[config.mk]
export PLATFORM = sky130hd
export DESIGN_NAME = matrix_uart_parser_flat
export DESIGN_NICKNAME = d
export VERILOG_FILES = /design/src/rtl/matrix_uart_parser_if.sv /design/src/rtl/matrix_uart_parser.sv /design/src/flat_wrapper.sv
export SDC_FILE = /design/constraint.sdc
export NUM_CORES = 1
export LEC_CHECK = 0
export CAP_MARGIN = 10
export CORE_MARGIN = 2
export CORE_UTILIZATION = 53
export CTS_BUF_LIST = sky130_fd_sc_hd__clkbuf_2 sky130_fd_sc_hd__clkbuf_4 sky130_fd_sc_hd__clkbuf_8
export CTS_CLUSTER_SIZE = 14
export DETAILED_ROUTE_END_ITERATION = 10
export GPL_TIMING_DRIVEN = 1
export PLACE_DENSITY = 0.82
export SLEW_MARGIN = 15
export SYNTH_ARGS = -nofsm -noshare
export SYNTH_HDL_FRONTEND = slang
export SYNTH_SLANG_ARGS = --single-unit
export TNS_END_PERCENT = 100
[constraint.sdc]
create_clock -name clk -period 4.5 [get_ports clk]
set_input_delay 1.35 -clock clk [delete_from_list [all_inputs] [get_ports clk]]
set_output_delay 1.35 -clock clk [all_outputs]
set_load 0.01 [all_outputs]
[src/rtl/matrix_uart_parser_if.sv]
// Bundles the parser's control, UART RX/TX and storage-write signals.
// slave = parser side, master = menu FSM / UART / storage side.
interface matrix_uart_parser_if #(
  parameter int DATA_WIDTH = 9
);
  logic                       start;
  logic                       cancel;
  logic                       busy;
  logic                       done;
  logic                       err;
  logic [1:0]                 err_code;
  logic [7:0]                 rx_data;
  logic                       rx_valid;
  logic                       wr_en;
  logic [2:0]                 wr_row;
  logic [2:0]                 wr_col;
  logic [25*DATA_WIDTH-1:0]   wr_data;
  logic [7:0]                 tx_data;
  logic                       tx_start;
  logic                       tx_busy;

  modport slave (
    input  start, cancel, rx_data, rx_valid, tx_busy,
    output busy, done, err, err_code, wr_en, wr_row, wr_col, wr_data, tx_data, tx_start
  );

  modport master (
    output start, cancel, rx_data, rx_valid, tx_busy,
    input  busy, done, err, err_code, wr_en, wr_row, wr_col, wr_data, tx_data, tx_start
  );
endinterface

[src/rtl/matrix_uart_parser.sv]
// Parses ASCII "rows cols e0 e1 ..." from UART RX into one matrix storage write.
// Optional byte echo to UART TX is enabled by defining MATRIX_PARSER_ECHO_EN.
module matrix_uart_parser #(
  parameter int DATA_WIDTH = 9,
  parameter int MAX_DIM    = 5
) (
  input  logic                 clk,
  input  logic                 rst_n,
  matrix_uart_parser_if.slave  bus
);
  // Four spare bits let dimension tokens grow well past MAX_DIM before saturating.
  localparam int ACC_W   = DATA_WIDTH + 4;
  localparam int CACHE_W = 25 * DATA_WIDTH;
  localparam logic [ACC_W-1:0] ELEM_MAX = ACC_W'((1 << DATA_WIDTH) - 1);
  localparam logic [ACC_W-1:0] DIM_MAX  = ACC_W'(MAX_DIM);

  typedef enum logic [2:0] {S_IDLE, S_ROW, S_COL, S_ELEM, S_WRITE} state_t;

  function automatic logic is_digit(input logic [7:0] b);
    return (b >= 8'h30) && (b <= 8'h39);
  endfunction

  function automatic logic is_sep(input logic [7:0] b);
    return (b == 8'h20) || (b == 8'h0D) || (b == 8'h0A) || (b == 8'h2C);
  endfunction

  // acc*10 + digit, saturating at all-ones instead of wrapping.
  function automatic logic [ACC_W-1:0] acc_step(input logic [ACC_W-1:0] a, input logic [7:0] b);
    logic [ACC_W+3:0] wide;
    wide = ({4'd0, a} * (ACC_W+4)'(10)) + (ACC_W+4)'(b[3:0]);
    if (wide > {4'd0, {ACC_W{1'b1}}}) return '1;
    return wide[ACC_W-1:0];
  endfunction

  state_t               state;
  logic [ACC_W-1:0]     acc;
  logic                 tok_active;
  logic [2:0]           row, col;
  logic [4:0]           elem_idx;
  logic [CACHE_W-1:0]   cache;
  logic                 busy, done, err, wr_en;
  logic [1:0]           err_code;

  logic [ACC_W-1:0]     acc_nxt;
  logic                 dim_ok, parsing, elem_last;
  logic [5:0]           total;
  logic [1:0]           fault;

  assign acc_nxt   = acc_step(acc, bus.rx_data);
  assign dim_ok    = (acc != '0) && (acc <= DIM_MAX);
  assign parsing   = (state == S_ROW) || (state == S_COL) || (state == S_ELEM);
  assign total     = {3'd0, row} * {3'd0, col};
  assign elem_last = ({1'b0, elem_idx} == (total - 6'd1));

  always_comb begin
    fault = 2'd0;
    if (parsing && bus.rx_valid) begin
      if (is_digit(bus.rx_data)) begin
        if ((state == S_ELEM) && (acc_nxt > ELEM_MAX)) fault = 2'd3;
      end else if (is_sep(bus.rx_data)) begin
        if (tok_active && (state != S_ELEM) && !dim_ok) fault = 2'd1;
      end else begin
        fault = 2'd2;
      end
    end
  end

  always_ff @(posedge clk or negedge rst_n) begin
    if (!rst_n) begin
      state      <= S_IDLE;
      acc        <= '0;
      tok_active <= 1'b0;
      row        <= '0;
      col        <= '0;
      elem_idx   <= '0;
      cache      <= '0;
      busy       <= 1'b0;
      done       <= 1'b0;
      err        <= 1'b0;
      wr_en      <= 1'b0;
      err_code   <= '0;
    end else begin
      done  <= 1'b0;
      err   <= 1'b0;
      wr_en <= 1'b0;
      if (bus.cancel && (state != S_IDLE)) begin
        state      <= S_IDLE;
        busy       <= 1'b0;
        acc        <= '0;
        tok_active <= 1'b0;
      end else begin
        case (state)
          S_IDLE: begin
            if (bus.start) begin
              cache      <= '0;
              err_code   <= '0;
              acc        <= '0;
              tok_active <= 1'b0;
              elem_idx   <= '0;
              busy       <= 1'b1;
              state      <= S_ROW;
            end
          end
          S_ROW, S_COL, S_ELEM: begin
            if (fault != 2'd0) begin
              err        <= 1'b1;
              err_code   <= fault;
              busy       <= 1'b0;
              acc        <= '0;
              tok_active <= 1'b0;
              state      <= S_IDLE;
            end else if (bus.rx_valid) begin
              if (is_digit(bus.rx_data)) begin
                acc        <= acc_nxt;
                tok_active <= 1'b1;
              end else if (tok_active) begin
                acc        <= '0;
                tok_active <= 1'b0;
                if (state == S_ROW) begin
                  row   <= acc[2:0];
                  state <= S_COL;
                end else if (state == S_COL) begin
                  col      <= acc[2:0];
                  elem_idx <= '0;
                  state    <= S_ELEM;
                end else begin
                  cache[int'(elem_idx)*DATA_WIDTH +: DATA_WIDTH] <= acc[DATA_WIDTH-1:0];
                  if (elem_last) begin
                    wr_en <= 1'b1;
                    done  <= 1'b1;
                    state <= S_WRITE;
                  end else begin
                    elem_idx <= elem_idx + 5'd1;
                  end
                end
              end
            end
          end
          S_WRITE: begin
            busy  <= 1'b0;
            state <= S_IDLE;
          end
          default: state <= S_IDLE;
        endcase
      end
    end
  end

  assign bus.busy     = busy;
  assign bus.done     = done;
  assign bus.err      = err;
  assign bus.err_code = err_code;
  assign bus.wr_en    = wr_en;
  assign bus.wr_row   = row;
  assign bus.wr_col   = col;
  assign bus.wr_data  = cache;

`ifdef MATRIX_PARSER_ECHO_EN
  // Echo requests are dropped, never queued, while a previous echo is pending.
  logic [7:0] tx_data_q;
  logic       tx_start_q;

  always_ff @(posedge clk or negedge rst_n) begin
    if (!rst_n) begin
      tx_data_q  <= '0;
      tx_start_q <= 1'b0;
    end else if (tx_start_q) begin
      if (!bus.tx_busy) tx_start_q <= 1'b0;
    end else if (bus.rx_valid && busy && !bus.tx_busy) begin
      tx_start_q <= 1'b1;
      tx_data_q  <= bus.rx_data;
    end
  end

  assign bus.tx_data  = tx_data_q;
  assign bus.tx_start = tx_start_q;
`else
  logic unused_tx_busy;
  assign unused_tx_busy = bus.tx_busy;
  assign bus.tx_data    = '0;
  assign bus.tx_start   = 1'b0;
`endif
endmodule

[src/flat_wrapper.sv]
// flat-port wrapper written by rule: the top's interface ports become plain ports
module matrix_uart_parser_flat 
#(
  parameter int DATA_WIDTH = 9,
  parameter int MAX_DIM    = 5
)
  (clk, rst_n, bus_start, bus_cancel, bus_rx_data, bus_rx_valid, bus_tx_busy, bus_busy, bus_done, bus_err, bus_err_code, bus_wr_en, bus_wr_row, bus_wr_col, bus_wr_data, bus_tx_data, bus_tx_start);
  matrix_uart_parser_if #(.DATA_WIDTH(DATA_WIDTH)) bus_i ();
  input  logic clk;
  input  logic rst_n;
  input wire logic [$bits(bus_i.start)-1:0] bus_start;
  input wire logic [$bits(bus_i.cancel)-1:0] bus_cancel;
  input wire logic [$bits(bus_i.rx_data)-1:0] bus_rx_data;
  input wire logic [$bits(bus_i.rx_valid)-1:0] bus_rx_valid;
  input wire logic [$bits(bus_i.tx_busy)-1:0] bus_tx_busy;
  output wire logic [$bits(bus_i.busy)-1:0] bus_busy;
  output wire logic [$bits(bus_i.done)-1:0] bus_done;
  output wire logic [$bits(bus_i.err)-1:0] bus_err;
  output wire logic [$bits(bus_i.err_code)-1:0] bus_err_code;
  output wire logic [$bits(bus_i.wr_en)-1:0] bus_wr_en;
  output wire logic [$bits(bus_i.wr_row)-1:0] bus_wr_row;
  output wire logic [$bits(bus_i.wr_col)-1:0] bus_wr_col;
  output wire logic [$bits(bus_i.wr_data)-1:0] bus_wr_data;
  output wire logic [$bits(bus_i.tx_data)-1:0] bus_tx_data;
  output wire logic [$bits(bus_i.tx_start)-1:0] bus_tx_start;
  assign bus_i.start = bus_start;
  assign bus_i.cancel = bus_cancel;
  assign bus_i.rx_data = bus_rx_data;
  assign bus_i.rx_valid = bus_rx_valid;
  assign bus_i.tx_busy = bus_tx_busy;
  assign bus_busy = bus_i.busy;
  assign bus_done = bus_i.done;
  assign bus_err = bus_i.err;
  assign bus_err_code = bus_i.err_code;
  assign bus_wr_en = bus_i.wr_en;
  assign bus_wr_row = bus_i.wr_row;
  assign bus_wr_col = bus_i.wr_col;
  assign bus_wr_data = bus_i.wr_data;
  assign bus_tx_data = bus_i.tx_data;
  assign bus_tx_start = bus_i.tx_start;
  matrix_uart_parser #(.DATA_WIDTH(DATA_WIDTH), .MAX_DIM(MAX_DIM)) u_core (.clk(clk), .rst_n(rst_n), .bus(bus_i));
endmodule
==> flow_summary.yaml <==
power:
  power_density_nw_per_um2: 367
  p_comb_frac: 0.187
  ir_worst_vdd_v: 0.000200
  seq_power_share: 0.420
  power.share.switching: 0.314
  post-layout-total-power_mw: 5.71
  netSwitchingPower_mw: 1.79
  power.internal_mw: 3.92
  p_clk_frac: 0.392
  total_leakage_power_nw: 6.88
clock_tree:
  clock_insertion_delay_worst_skew_ns: 0.54
  cts_buffer_depth: 3
  number_of_buffers_added_by_the_clock_tree_synthesis_step: 42
  clock_tree.htree_level_count: 2
  clockRootBuffer: "sky130_fd_sc_hd__clkbuf_8"
  holdBufCountCts: 0
  cts.repair.resized: 0
  cts.reportedPaths.clkPinSlew_ns: 0.06
  tritoncts_clock_tree: "done"
  cts_setup_buffers: 0
  cts.sinks: 258
die:
  die_width_um: 153
  chipHeight_um: 153
  top_level_ports: 260
  initial_core_util: 0.539
  placementRows: 54
  coreArea_um2: 21800
  die_area_um2: 23300
grt:
  globalRouteTotalUtil: 0.301
  globalRouteOverflowTotal: 0
  first_global_vias: 10431
  grt_max_degree: 113
  first_pass_grt_wire_length_um: 56300
  number_of_antenna_violations_at_the_first_check_in_global_routing: 0
logic_synthesis:
  synth-async-reset-ratio: 1.00
  synth-seq-cells: 258
  synth_seq_area_share: 0.551
  synthCells: 1198
  yosysUniqueCellTypes: 73
  synth-edff-count: 0
  synthesis.area_per_instance_um2: 9.79
  ys_dominant_reg_cell: "sky130_fd_sc_hd__dfrtp_1"
  yosysWarnings: 0
  mapped_cell_area_um2: 11700
worst_hold_path:
  holdCritPathClass: "reg -> reg"
critical_path:
  path_delay_family: "simple AND/OR/NAND/NOR gates"
  worst_path_max_delay_cell: "sky130_fd_sc_hd__or4b_1"
  path_buf_inv: 2
  slowest_delay_ns: 0.57
  worstPathCellList: "clkdlybuf4s50_1 -> ha_1 -> fa_1 -> a21oi_1 -> or4b_1 -> nand3b_4 -> nor4_1 -> buf_4 -> nand3_1 -> mux2i_4 -> o21ai_4 -> nand4_2 -> mux2_1"
  end_kind: "flip-flop"
  required_time_of_the_critical_path_ns: 4.92
  crit_path_start_kind: "input pin"
  path_class: "in -> reg"
  cp.arrival_ns: 4.65
  crit_fanout: 6
sta:
  final_min_period_over_clock_period: 0.940
  fmaxAchievable_mhz: 236
  final_period_minus_worst_setup_slack_ns: 4.23
  fin_ws_ns: 0.270
  rsz0062_at_grt: "no"
  timing.final.max_slew_violations: 0
  timing.slew.headroom: 0.415
  tns_ns: 0
  tightestPinTransition_ns: 0.871
  fin_worst_hold_slack_ns: 0.479
  fin_skew_ns: 0.0140
  hold_viol_final: 0
  finalSetupViolCount: 0
cells_and_area:
  layout-drive-gt1-share: 0.0963
  fin_nets: 1528
  non_filler_instance_count_after_layout: 1785
  finish.instance_area_um2: 15600
  diodes: 0
  layout.core_utilization: 0.716
  syn_to_final_growth_pct: 32.8
outcome:
  outcome: "finished, final reports clean"
route:
  ant_nets: 0
  num_vias: 10468
  drc_errors: 0
  initialDrtViolationCount: 781
  drt-wirelength-per-cell_um: 19.9
  viasPerCell: 5.86
  postRouteWirelength_um: 35500
  drt-pass1-iter-count: 5
placement:
  dp_slack_ns: -0.297
  placedInstanceArea_um2: 14600
  numPortBuffers: 249
  hpwl_um: 24900
  number_of_placed_instances_with_taps_included: 1708
  gpl.final_weighted_congestion: 0.860
job:
  maxCapViolCount: 0
## worst paths after layout
path                                    startpoint                       to  slack, ns  cells past startpoint
max                                 bus_rx_data[1]     u_core.bus.wr_col[1]       0.27                     13
max reg2reg                          u_core.acc[1]     u_core.bus.wr_col[1]       0.57                     14
min in group asynchronous                    rst_n     u_core.bus.wr_row[2]       0.88                      1
min                        u_core.bus.wr_data[118]  u_core.bus.wr_data[118]       0.48                      2
min reg2reg                u_core.bus.wr_data[118]  u_core.bus.wr_data[118]       0.48                      2
max in group asynchronous                    rst_n  u_core.bus.wr_data[148]       2.74                      2
## metal layers
layer | track usage | vias to the layer above | share of wire
met3 | 0.0523 | 101 | 0.069
met4 | 0.135 | 0 | 0.041
met2 | 0.495 | 494 | 0.49
met1 | 0.394 | 5171 | 0.40
met5 | 0 | - | 0
li1 | - | 4702 | -
## kinds of logic after synthesis
| kind of cell | synth area share |
|---|---|
| AND/OR/NAND/NOR | 0.171 |
| other | 0.000320 |
| buffers and inverters | 0.0306 |
| adder cells (fa/ha/maj) | 0.0474 |
| XOR/XNOR | 0.0164 |
| multiplexers | 0.0124 |
| AO/OA/AOI/OAI | 0.171 |
| flip-flops | 0.551 |
## flip-flops by register name, summed over array words and instances, names as in the netlist
name,cells
u_core.state,3
u_core.bus.busy,1
u_core.tok_active,1
u_core.bus.wr_col,3
u_core.bus.done,1
u_core.elem_idx,5
u_core.acc,13
u_core.bus.wr_data,225
u_core.bus.err,1
u_core.bus.err_code,2
u_core.bus.wr_row,3
## cell usage after synthesis, types with 3 or more instances
library cell / n / area (um^2)
sky130_fd_sc_hd__a21oi_1: 32 / 160
sky130_fd_sc_hd__buf_4: 10 / 75.1
sky130_fd_sc_hd__and2_1: 19 / 119
sky130_fd_sc_hd__o31ai_1: 4 / 30.0
sky130_fd_sc_hd__nand2b_1: 11 / 68.8
sky130_fd_sc_hd__nor3_1: 17 / 85.1
sky130_fd_sc_hd__mux2_1: 4 / 45.0
sky130_fd_sc_hd__o21bai_1: 3 / 22.5
sky130_fd_sc_hd__inv_1: 21 / 78.8
sky130_fd_sc_hd__clkbuf_1: 43 / 161
sky130_fd_sc_hd__nand3_1: 12 / 60.1
sky130_fd_sc_hd__fa_1: 4 / 80.1
sky130_fd_sc_hd__o32ai_1: 3 / 26.3
sky130_fd_sc_hd__o21a_1: 3 / 22.5
sky130_fd_sc_hd__nor2b_1: 7 / 43.8
sky130_fd_sc_hd__ha_1: 38 / 475
sky130_fd_sc_hd__xor2_1: 8 / 70.1
sky130_fd_sc_hd__or2_2: 4 / 25.0
sky130_fd_sc_hd__a22o_1: 36 / 315
sky130_fd_sc_hd__buf_1: 6 / 22.5
sky130_fd_sc_hd__and3_1: 4 / 25.0
sky130_fd_sc_hd__nor2_1: 42 / 158
sky130_fd_sc_hd__or3_1: 18 / 113
sky130_fd_sc_hd__o31ai_2: 9 / 113
sky130_fd_sc_hd__nor4_1: 6 / 37.5
sky130_fd_sc_hd__nor4b_1: 3 / 26.3
sky130_fd_sc_hd__xnor2_1: 14 / 123
sky130_fd_sc_hd__nand2_1: 285 / 1070
sky130_fd_sc_hd__dfrtp_1: 258 / 6460
sky130_fd_sc_hd__o21ai_0: 204 / 1020
sky130_fd_sc_hd__a211oi_1: 5 / 37.5
sky130_fd_sc_hd__a21o_1: 4 / 30.0
sky130_fd_sc_hd__o21ai_1: 5 / 25.0
sky130_fd_sc_hd__nand4_1: 6 / 37.5
sky130_fd_sc_hd__mux2_2: 6 / 67.6
## worst reg2reg max path, cell delays in order, from the launching register on
cell,delay (ns)
sky130_fd_sc_hd__dfrtp_1,0.39
sky130_fd_sc_hd__ha_1,0.30
sky130_fd_sc_hd__ha_1,0.20
sky130_fd_sc_hd__inv_1,0.09
sky130_fd_sc_hd__fa_1,0.41
sky130_fd_sc_hd__xor2_1,0.22
sky130_fd_sc_hd__or4b_1,0.54
sky130_fd_sc_hd__nand3b_4,0.20
sky130_fd_sc_hd__nor4_1,0.18
sky130_fd_sc_hd__buf_4,0.16
sky130_fd_sc_hd__nand3_1,0.13
sky130_fd_sc_hd__mux2i_4,0.24
sky130_fd_sc_hd__o21ai_4,0.25
sky130_fd_sc_hd__nand4_2,0.18
sky130_fd_sc_hd__mux2_1,0.34
## area by class of cell
class,instances,area (um^2)
clock buffer,69,875
clock inverter,8,72.6
fill,1574,6180
inverter,21,78.8
multi-input combinational,865,4940
sequential,258,6460
tap,280,350
timing repair buffer,284,2800
## layout by cell type (no fill, tap or decap), drive strengths merged, types with 8 or more instances in the layout
cell type / netlist / layout
o21ai: 211 / 211
ha: 38 / 38
inv: 21 / 23
nor2: 42 / 42
and2: 20 / 20
o31ai: 13 / 13
a22o: 36 / 36
xnor2: 14 / 14
a21oi: 34 / 34
clkbuf: 43 / 69
or3: 18 / 18
nand2b: 11 / 11
xor2: 8 / 8
mux2: 10 / 10
clkdlybuf4s50: 0 / 248
dfrtp: 258 / 258
nand3: 12 / 12
nand2: 286 / 286
conb: 1 / 9
buf: 19 / 36
nor3: 17 / 17
## power groups by stage
stage	clock network (mW)	registers (mW)	logic [mW]
after CTS	2.25	2.40	1.06
after global placement	0	2.44	1.03
after global routing	2.36	2.41	1.18
after detailed placement	0	2.44	1.05
final	2.24	2.40	1.07
after floorplan	0	2.41	0.720
No activity file was read; power rests on OpenSTA's default activity.
